<file path="src/rtl/clk_div_bank_if.sv">
// Configuration write port of the clock divider bank: one write per strobe, reject pulse back.
interface clk_div_bank_if #(
  parameter int unsigned NUM_OUT = 7,
  parameter int unsigned CNT_W   = 8
);
  localparam int unsigned SEL_W = (NUM_OUT > 1) ? $clog2(NUM_OUT) : 1;

  logic             cfg_we;
  logic [SEL_W-1:0] cfg_sel;
  logic [CNT_W-1:0] cfg_divide;
  logic [CNT_W-1:0] cfg_high;
  logic [CNT_W-1:0] cfg_phase;
  logic             cfg_err;

  modport master (output cfg_we, cfg_sel, cfg_divide, cfg_high, cfg_phase, input  cfg_err);
  modport slave  (input  cfg_we, cfg_sel, cfg_divide, cfg_high, cfg_phase, output cfg_err);
endinterface

</file>
<file path="src/rtl/clk_div_bank.sv">
// Multi-output clock divider bank: per-channel divide/high/phase, glitch-free reconfiguration at
// each channel's period boundary, phase-coherent realign, and a settle/lock indicator.
module clk_div_bank #(
  parameter int unsigned NUM_OUT     = 7,
  parameter int unsigned CNT_W       = 8,
  parameter int unsigned DEF_DIVIDE  = 2,
  parameter int unsigned DEF_HIGH    = 1,
  parameter int unsigned LOCK_CYCLES = 16
) (
  input  logic                clk,
  input  logic                RST_N,
  input  logic                PWRDWN,
  input  logic                realign,
  clk_div_bank_if.slave       cfg,
  output logic [NUM_OUT-1:0]  CLKOUT,
  output logic                LOCKED
);
  localparam int unsigned SEL_W = (NUM_OUT > 1) ? $clog2(NUM_OUT) : 1;
  localparam int unsigned LC_W  = $clog2(LOCK_CYCLES + 1);

  typedef struct packed {
    logic [CNT_W-1:0] divide;
    logic [CNT_W-1:0] high;
    logic [CNT_W-1:0] phase;
  } ch_cfg_t;

  typedef enum logic [1:0] {ST_START, ST_DELAY, ST_RUN, ST_OFF} ch_state_t;

  localparam ch_cfg_t DEF_CFG = '{divide: CNT_W'(DEF_DIVIDE), high: CNT_W'(DEF_HIGH), phase: '0};

  logic               cfg_valid_c;
  logic               wr_ok_c;
  ch_cfg_t            wr_cfg_c;
  logic [NUM_OUT-1:0] run_c;
  logic [NUM_OUT-1:0] pend_c;

  // Write validation: channel in range and 2 <= D, 0 < H < D, P < D.
  always_comb begin
    wr_cfg_c    = '{divide: cfg.cfg_divide, high: cfg.cfg_high, phase: cfg.cfg_phase};
    cfg_valid_c = (32'(cfg.cfg_sel) < NUM_OUT) &&
                  (cfg.cfg_divide >= CNT_W'(2)) &&
                  (cfg.cfg_high != '0) &&
                  (cfg.cfg_high < cfg.cfg_divide) &&
                  (cfg.cfg_phase < cfg.cfg_divide);
    wr_ok_c     = cfg.cfg_we && cfg_valid_c;
  end

  for (genvar g = 0; g < NUM_OUT; g++) begin : g_ch
    ch_state_t        st_q, st_n;
    ch_cfg_t          act_q, act_n, shd_q, shd_n;
    logic [CNT_W-1:0] cnt_q, cnt_n, pc_q, pc_n;
    logic             pend_q, pend_n;
    logic             clk_q, clk_n;
    logic             hit_c;

    // Channel state register.
    always_ff @(posedge clk or negedge RST_N) begin
      if (!RST_N) begin
        st_q   <= ST_START;
        act_q  <= DEF_CFG;
        shd_q  <= DEF_CFG;
        cnt_q  <= '0;
        pc_q   <= '0;
        pend_q <= 1'b0;
        clk_q  <= 1'b0;
      end else begin
        st_q   <= st_n;
        act_q  <= act_n;
        shd_q  <= shd_n;
        cnt_q  <= cnt_n;
        pc_q   <= pc_n;
        pend_q <= pend_n;
        clk_q  <= clk_n;
      end
    end

    // Next state: power-down > realign > start/delay/run; START folds in the first phase compare
    // so that P=k makes the output rise on the (k+1)th edge after the start event.
    always_comb begin
      st_n   = st_q;
      act_n  = act_q;
      cnt_n  = cnt_q;
      pc_n   = pc_q;
      hit_c  = wr_ok_c && (cfg.cfg_sel == SEL_W'(g));
      shd_n  = hit_c ? wr_cfg_c : shd_q;
      pend_n = pend_q || hit_c;
      if (PWRDWN) begin
        st_n  = ST_OFF;
        cnt_n = '0;
        pc_n  = '0;
      end else if (realign) begin
        st_n   = ST_START;
        act_n  = shd_n;
        pend_n = 1'b0;
        cnt_n  = '0;
        pc_n   = '0;
      end else begin
        case (st_q)
          ST_START, ST_OFF: begin
            if (st_q == ST_OFF) begin
              act_n  = shd_n;
              pend_n = 1'b0;
            end
            cnt_n = '0;
            if (act_n.phase == '0) begin
              st_n = ST_RUN;
              pc_n = '0;
            end else begin
              st_n = ST_DELAY;
              pc_n = CNT_W'(1);
            end
          end
          ST_DELAY: begin
            if (pc_q == act_q.phase) begin
              st_n  = ST_RUN;
              cnt_n = '0;
            end else begin
              pc_n = pc_q + CNT_W'(1);
            end
          end
          ST_RUN: begin
            if (cnt_q == act_q.divide - CNT_W'(1)) begin
              cnt_n = '0;
              if (pend_n) begin
                act_n.divide = shd_n.divide;
                act_n.high   = shd_n.high;
                pend_n       = 1'b0;
              end
            end else begin
              cnt_n = cnt_q + CNT_W'(1);
            end
          end
          default: st_n = ST_START;
        endcase
      end
      clk_n = (st_n == ST_RUN) && (cnt_n < act_n.high);
    end

    assign CLKOUT[g] = clk_q;
    assign run_c[g]  = (st_q == ST_RUN);
    assign pend_c[g] = pend_q;
  end

  logic            clr_c;
  logic [LC_W-1:0] lc_q, lc_n;

  // Lock counter: counts settled cycles, restarts on any disturbance, saturates at LOCK_CYCLES.
  always_comb begin
    clr_c = wr_ok_c || realign || PWRDWN;
    lc_n  = '0;
    if (!clr_c && (&run_c) && !(|pend_c)) begin
      lc_n = (lc_q == LC_W'(LOCK_CYCLES)) ? lc_q : lc_q + LC_W'(1);
    end
  end

  // Lock and reject-pulse registers.
  always_ff @(posedge clk or negedge RST_N) begin
    if (!RST_N) begin
      lc_q        <= '0;
      LOCKED      <= 1'b0;
      cfg.cfg_err <= 1'b0;
    end else begin
      lc_q        <= lc_n;
      LOCKED      <= (lc_n == LC_W'(LOCK_CYCLES));
      cfg.cfg_err <= cfg.cfg_we && !cfg_valid_c;
    end
  end
endmodule

</file>
<file path="src/flat_wrapper.sv">
// flat-port wrapper written by rule: the top's interface ports become plain ports
module clk_div_bank_flat 
#(
  parameter int unsigned NUM_OUT     = 7,
  parameter int unsigned CNT_W       = 8,
  parameter int unsigned DEF_DIVIDE  = 2,
  parameter int unsigned DEF_HIGH    = 1,
  parameter int unsigned LOCK_CYCLES = 16
)
  (clk, RST_N, PWRDWN, realign, CLKOUT, LOCKED, cfg_cfg_we, cfg_cfg_sel, cfg_cfg_divide, cfg_cfg_high, cfg_cfg_phase, cfg_cfg_err);
  clk_div_bank_if #(.NUM_OUT(NUM_OUT), .CNT_W(CNT_W)) cfg_i ();
  input  logic clk;
  input  logic RST_N;
  input  logic PWRDWN;
  input  logic realign;
  output logic [NUM_OUT-1:0] CLKOUT;
  output logic LOCKED;
  input wire logic [$bits(cfg_i.cfg_we)-1:0] cfg_cfg_we;
  input wire logic [$bits(cfg_i.cfg_sel)-1:0] cfg_cfg_sel;
  input wire logic [$bits(cfg_i.cfg_divide)-1:0] cfg_cfg_divide;
  input wire logic [$bits(cfg_i.cfg_high)-1:0] cfg_cfg_high;
  input wire logic [$bits(cfg_i.cfg_phase)-1:0] cfg_cfg_phase;
  output wire logic [$bits(cfg_i.cfg_err)-1:0] cfg_cfg_err;
  assign cfg_i.cfg_we = cfg_cfg_we;
  assign cfg_i.cfg_sel = cfg_cfg_sel;
  assign cfg_i.cfg_divide = cfg_cfg_divide;
  assign cfg_i.cfg_high = cfg_cfg_high;
  assign cfg_i.cfg_phase = cfg_cfg_phase;
  assign cfg_cfg_err = cfg_i.cfg_err;
  clk_div_bank #(.NUM_OUT(NUM_OUT), .CNT_W(CNT_W), .DEF_DIVIDE(DEF_DIVIDE), .DEF_HIGH(DEF_HIGH), .LOCK_CYCLES(LOCK_CYCLES)) u_core (.clk(clk), .RST_N(RST_N), .PWRDWN(PWRDWN), .realign(realign), .cfg(cfg_i), .CLKOUT(CLKOUT), .LOCKED(LOCKED));
endmodule
</file>
<file path="config.mk">
export PLATFORM = sky130hd
export DESIGN_NAME = clk_div_bank_flat
export DESIGN_NICKNAME = d
export VERILOG_FILES = /design/src/rtl/clk_div_bank_if.sv /design/src/rtl/clk_div_bank.sv /design/src/flat_wrapper.sv
export SDC_FILE = /design/constraint.sdc
export NUM_CORES = 1
export LEC_CHECK = 0
export ABC_AREA = 1
export CORE_ASPECT_RATIO = 0.75
export CORE_UTILIZATION = 40
export CTS_CLUSTER_DIAMETER = 100
export CTS_CLUSTER_SIZE = 25
export DETAILED_ROUTE_END_ITERATION = 12
export PLACE_DENSITY = 0.53
export SKIP_CTS_REPAIR_TIMING = 1
export SLEW_MARGIN = 15
export SYNTH_ARGS = -nofsm -noshare
export SYNTH_HDL_FRONTEND = slang
export SYNTH_SLANG_ARGS = --single-unit
</file>
<file path="constraint.sdc">
create_clock -name clk -period 7.4 [get_ports clk]
set_clock_uncertainty 0.05 [all_clocks]
set_input_delay 1.11 -clock clk [delete_from_list [all_inputs] [get_ports clk]]
set_output_delay 1.11 -clock clk [all_outputs]
set_load 0.01 [all_outputs]
</file>
==> impl_metrics.json <==
{
  "status": "complete, no violations",
  "nFillCells": 7287,
  "max_slew.worst_pin.slew_ps": 1046,
  "drt_pass1_iterations": 5,
  "finalSetupViolations": 0,
  "fmax_mhz": 184.0,
  "cell_chain_of_the_critical_path": "clkdlybuf4s50_1 -> clkinv_1 -> ha_1 -> nand2_1 -> a21oi_1 -> nor2_1 -> nand3_2 -> nor2_8 -> nand4_4 -> inv_1 -> nand2_1 -> o21ai_0 -> inv_1 -> o221ai_1 -> o211ai_1 -> nand2_1 -> inv_1 -> ha_1 -> a21oi_1 -> o21ai_0 -> nor2_1 -> nand2_1 -> a21oi_1",
  "power.density_nw_per_um2": 244.6,
  "remaining_drc_errors": 0,
  "final.setup.tns_ps": 0,
  "chipWidth_um": 310.8,
  "whs_endpoint": "u_core.g_ch[1].shd_q[12]",
  "synth_nets": 3927,
  "worst_r2r_startpoint": "u_core.g_ch[1].act_q[17]",
  "synth_top_cells_by_count": "nand2_1, inv_1, dfrtp_1",
  "synthesis.instances": 3771,
  "io_buffer_count": 40,
  "yosys.area_share.simple_pct": 22.14,
  "antennaDiodeCount": 0,
  "rows": 84,
  "clk_lat_worst_skew_ps": 590,
  "worst_hold_startpoint": "u_core.g_ch[1].shd_q[12]",
  "dieArea_um2": 72590,
  "cts.root.buffer_cell": "clkbuf_16",
  "final_layout_size_suffix_gt1_share_pct": 4.132,
  "slew_violations": 0,
  "yosysSeqAreaShare_pct": 42.38,
  "clkSinkCount": 483,
  "nets": 3916,
  "maxCapViolations": 0,
  "path_max_fanout": 33,
  "critical-path-top-cell-by-count": "nand2_1",
  "power.leakage_uw": 0.01492,
  "number_of_hold_violations_in_the_final_report": 0,
  "dpl.hpwl_um": 59350,
  "biggest_cell_delay_along_the_critical_path_ps": 630,
  "dp_slack_ps": 1412,
  "design.portCount": 41,
  "synth_area_leaders": "dfrtp_1, nand2_1, inv_1",
  "final_min_period_over_clock_period_pct": 73.43,
  "whs_path_depth": 2,
  "synth_top_cell_area_share_pct": 39.81,
  "synth-adder-area-share_pct": 5.424,
  "synth_top_family_by_area": "simple AND/OR/NAND/NOR gates",
  "detail-route-antenna-nets": 0,
  "synth-warning-count": 0,
  "tritoncts": "done",
  "reg2reg_depth": 22,
  "leading_cell_type_by_number_of_instances_after_synthesis": "nand2_1",
  "placed_cell_area_um2": 29980,
  "floorplan.die.height_um": 233.6,
  "initial_core_util_pct": 40.62,
  "timing.critical_path.arrival_ps": 5890,
  "detailedRoute.firstIterationViolations": 2010,
  "avgRoutedWirePerCell_um": 17.33,
  "synth.ff_latch_count": 483,
  "core_area_um2": 70420,
  "ff2ff_setup_slack_ps": 3700,
  "rsz_0062_raised_after_global_routing": "false",
  "inserted_clock_buffers": 23,
  "final_period_minus_worst_setup_slack_ps": 5434,
  "largest_net_degree_at_the_start_of_global_routing": 173,
  "syn-cell-area_um2": 28600,
  "vdd.ir_drop.worst_mv": 0.1446,
  "grt_pass1_wl_um": 130100,
  "synthFlopType": "dfrtp_1",
  "flow.area_growth_from_synthesis_pct": 7.314,
  "drt-vias-per-instance": 5.101,
  "place_congestion": 0.8571,
  "totalPowerFinal_uw": 7506,
  "critPathCaptureType": "flop",
  "reg2reg_to": "u_core.g_ch[1].clk_q",
  "detailroute.via_count": 24080,
  "synth_cell_types": 57,
  "cts_max_path_buffers": 3,
  "synth-async-reset-ratio_pct": 100.0,
  "synthXorXnorAreaFrac_pct": 3.031,
  "synth_enable_flop_cells": 0,
  "hold_class": "flop to flop",
  "sequential_cell_area_in_the_final_layout_um2": 12120,
  "wl_um": 81800,
  "cts.htree.levels": 1,
  "required_time_of_the_critical_path_ps": 7860,
  "finish.instance_area_um2": 30690,
  "post_synth.cell_area_avg_um2": 7.585,
  "multiInputGateArea_um2": 13530,
  "grt_pass1_vias": 22220,
  "antenna_found_initial": 2,
  "timing.setup.critical_path_class": "input port to flop",
  "cts.clk_slew.worst_paths_ps": 100,
  "critPathSlowestCell": "inv_1",
  "synth.largest_area_cell": "dfrtp_1",
  "slew_headroom_pct": 30.28,
  "synth_mux_area_share_pct": 0.3150,
  "globalRouteOverflowTotal": 0,
  "synth-compound-area-share_pct": 16.36,
  "timing.critical_path.from_type": "input port",
  "finalWorstSetupSlack_ps": 1966,
  "groute.usage.overall_pct": 22.68
}
[layer usage]
layer	GRT usage [%]	up-vias	share of wire, %
li1	-	12210	-
met1	35.23	11300	52
met2	33.48	497	41
met3	3.169	75	5.2
met4	3.664	4	1.6
met5	0	-	0.038
[placed cells by master (no fill, tap or decap), types with 17 or more instances in the layout]
master,count
clkdlybuf4s50_1,37
dfstp_2,28
or2_2,17
clkbuf_16,23
xor2_1,67
inv_1,629
o221ai_1,22
o22ai_1,65
o21ai_1,76
dfrtp_1,455
nor2_1,206
xnor2_1,32
o211ai_1,87
o21a_1,40
buf_4,33
nand2_1,970
a21oi_1,168
ha_1,124
o21ai_0,257
nor3_1,47
nand4_1,49
nand3_1,155
inv_2,17
[how the worst max path moves through the flow]
stage / startpoint / end / slack, ps / cells past startpoint
6_report: cfg_cfg_divide[6] / u_core.g_ch[5].clk_q / 1970 / 23
5_1_grt: cfg_cfg_divide[6] / u_core.g_ch[5].clk_q / 1510 / 23
4_1_cts: cfg_cfg_divide[6] / u_core.g_ch[4].clk_q / 2060 / 22
3_5_place_dp: cfg_cfg_divide[6] / u_core.g_ch[4].clk_q / 1410 / 22
3_3_place_gp: cfg_cfg_divide[6] / u_core.g_ch[4].clk_q / 1500 / 22
2_1_floorplan: cfg_cfg_divide[7] / u_core.g_ch[1].clk_q / 3230 / 24
[kinds of logic (layout without fill, tap and decap cells)]
family	count (synthesis)	in the layout
AOI/OAI and AO/OA	786	786
and+or+nand+nor	1503	1503
xor gates and xnor gates	99	99
muxes	9	9
DFF	483	483
adders and majority gates	124	124
buffers and inverters	767	771
[final cells by class]
type	instances	share of cell area (%)
repair buffers	73	2.193
multi-input cells	2521	44.09
clock inverters	3	0.2242
flip-flops and latches	483	39.49
well taps	946	3.856
inverters	658	8.063
clock buffers	37	2.079
[stage by stage]
step	std cells	util, %	hold WS (ps)
CTS	4721	43.58	444.4
floorplan	3771	-	396.2
finish	4721	43.59	446.2
detailed placement	4681	42.58	417.2
global route	4721	43.59	476.2
global placement	4681	42.58	413.8
[where the power goes]
group | internal [µW] | switching (µW)
Combinational | 874 | 1640
Clock | 672 | 907
Sequential | 3170 | 237
[worst max-delay path, delay by kind of cell]
kind	cells	cell delay [ps]
buffers and inverters	5	1760
AOI/OAI and AO/OA	7	850
and+or+nand+nor	9	1390
adders and majority gates	2	780
[state kept, by name, indices dropped and copies added, names as in the netlist]
signal and flops:
u_core.g_ch.cnt_q 56, u_core.g_ch.shd_q 168, u_core.LOCKED 1, u_core.lc_q 5, u_core.g_ch.clk_q 7, u_core.g_ch.act_q 168
u_core.cfg.cfg_err 1, u_core.g_ch.pend_q 7, u_core.g_ch.st_q 14, u_core.g_ch.pc_q 56
No activity file was read; power rests on OpenSTA's default activity.
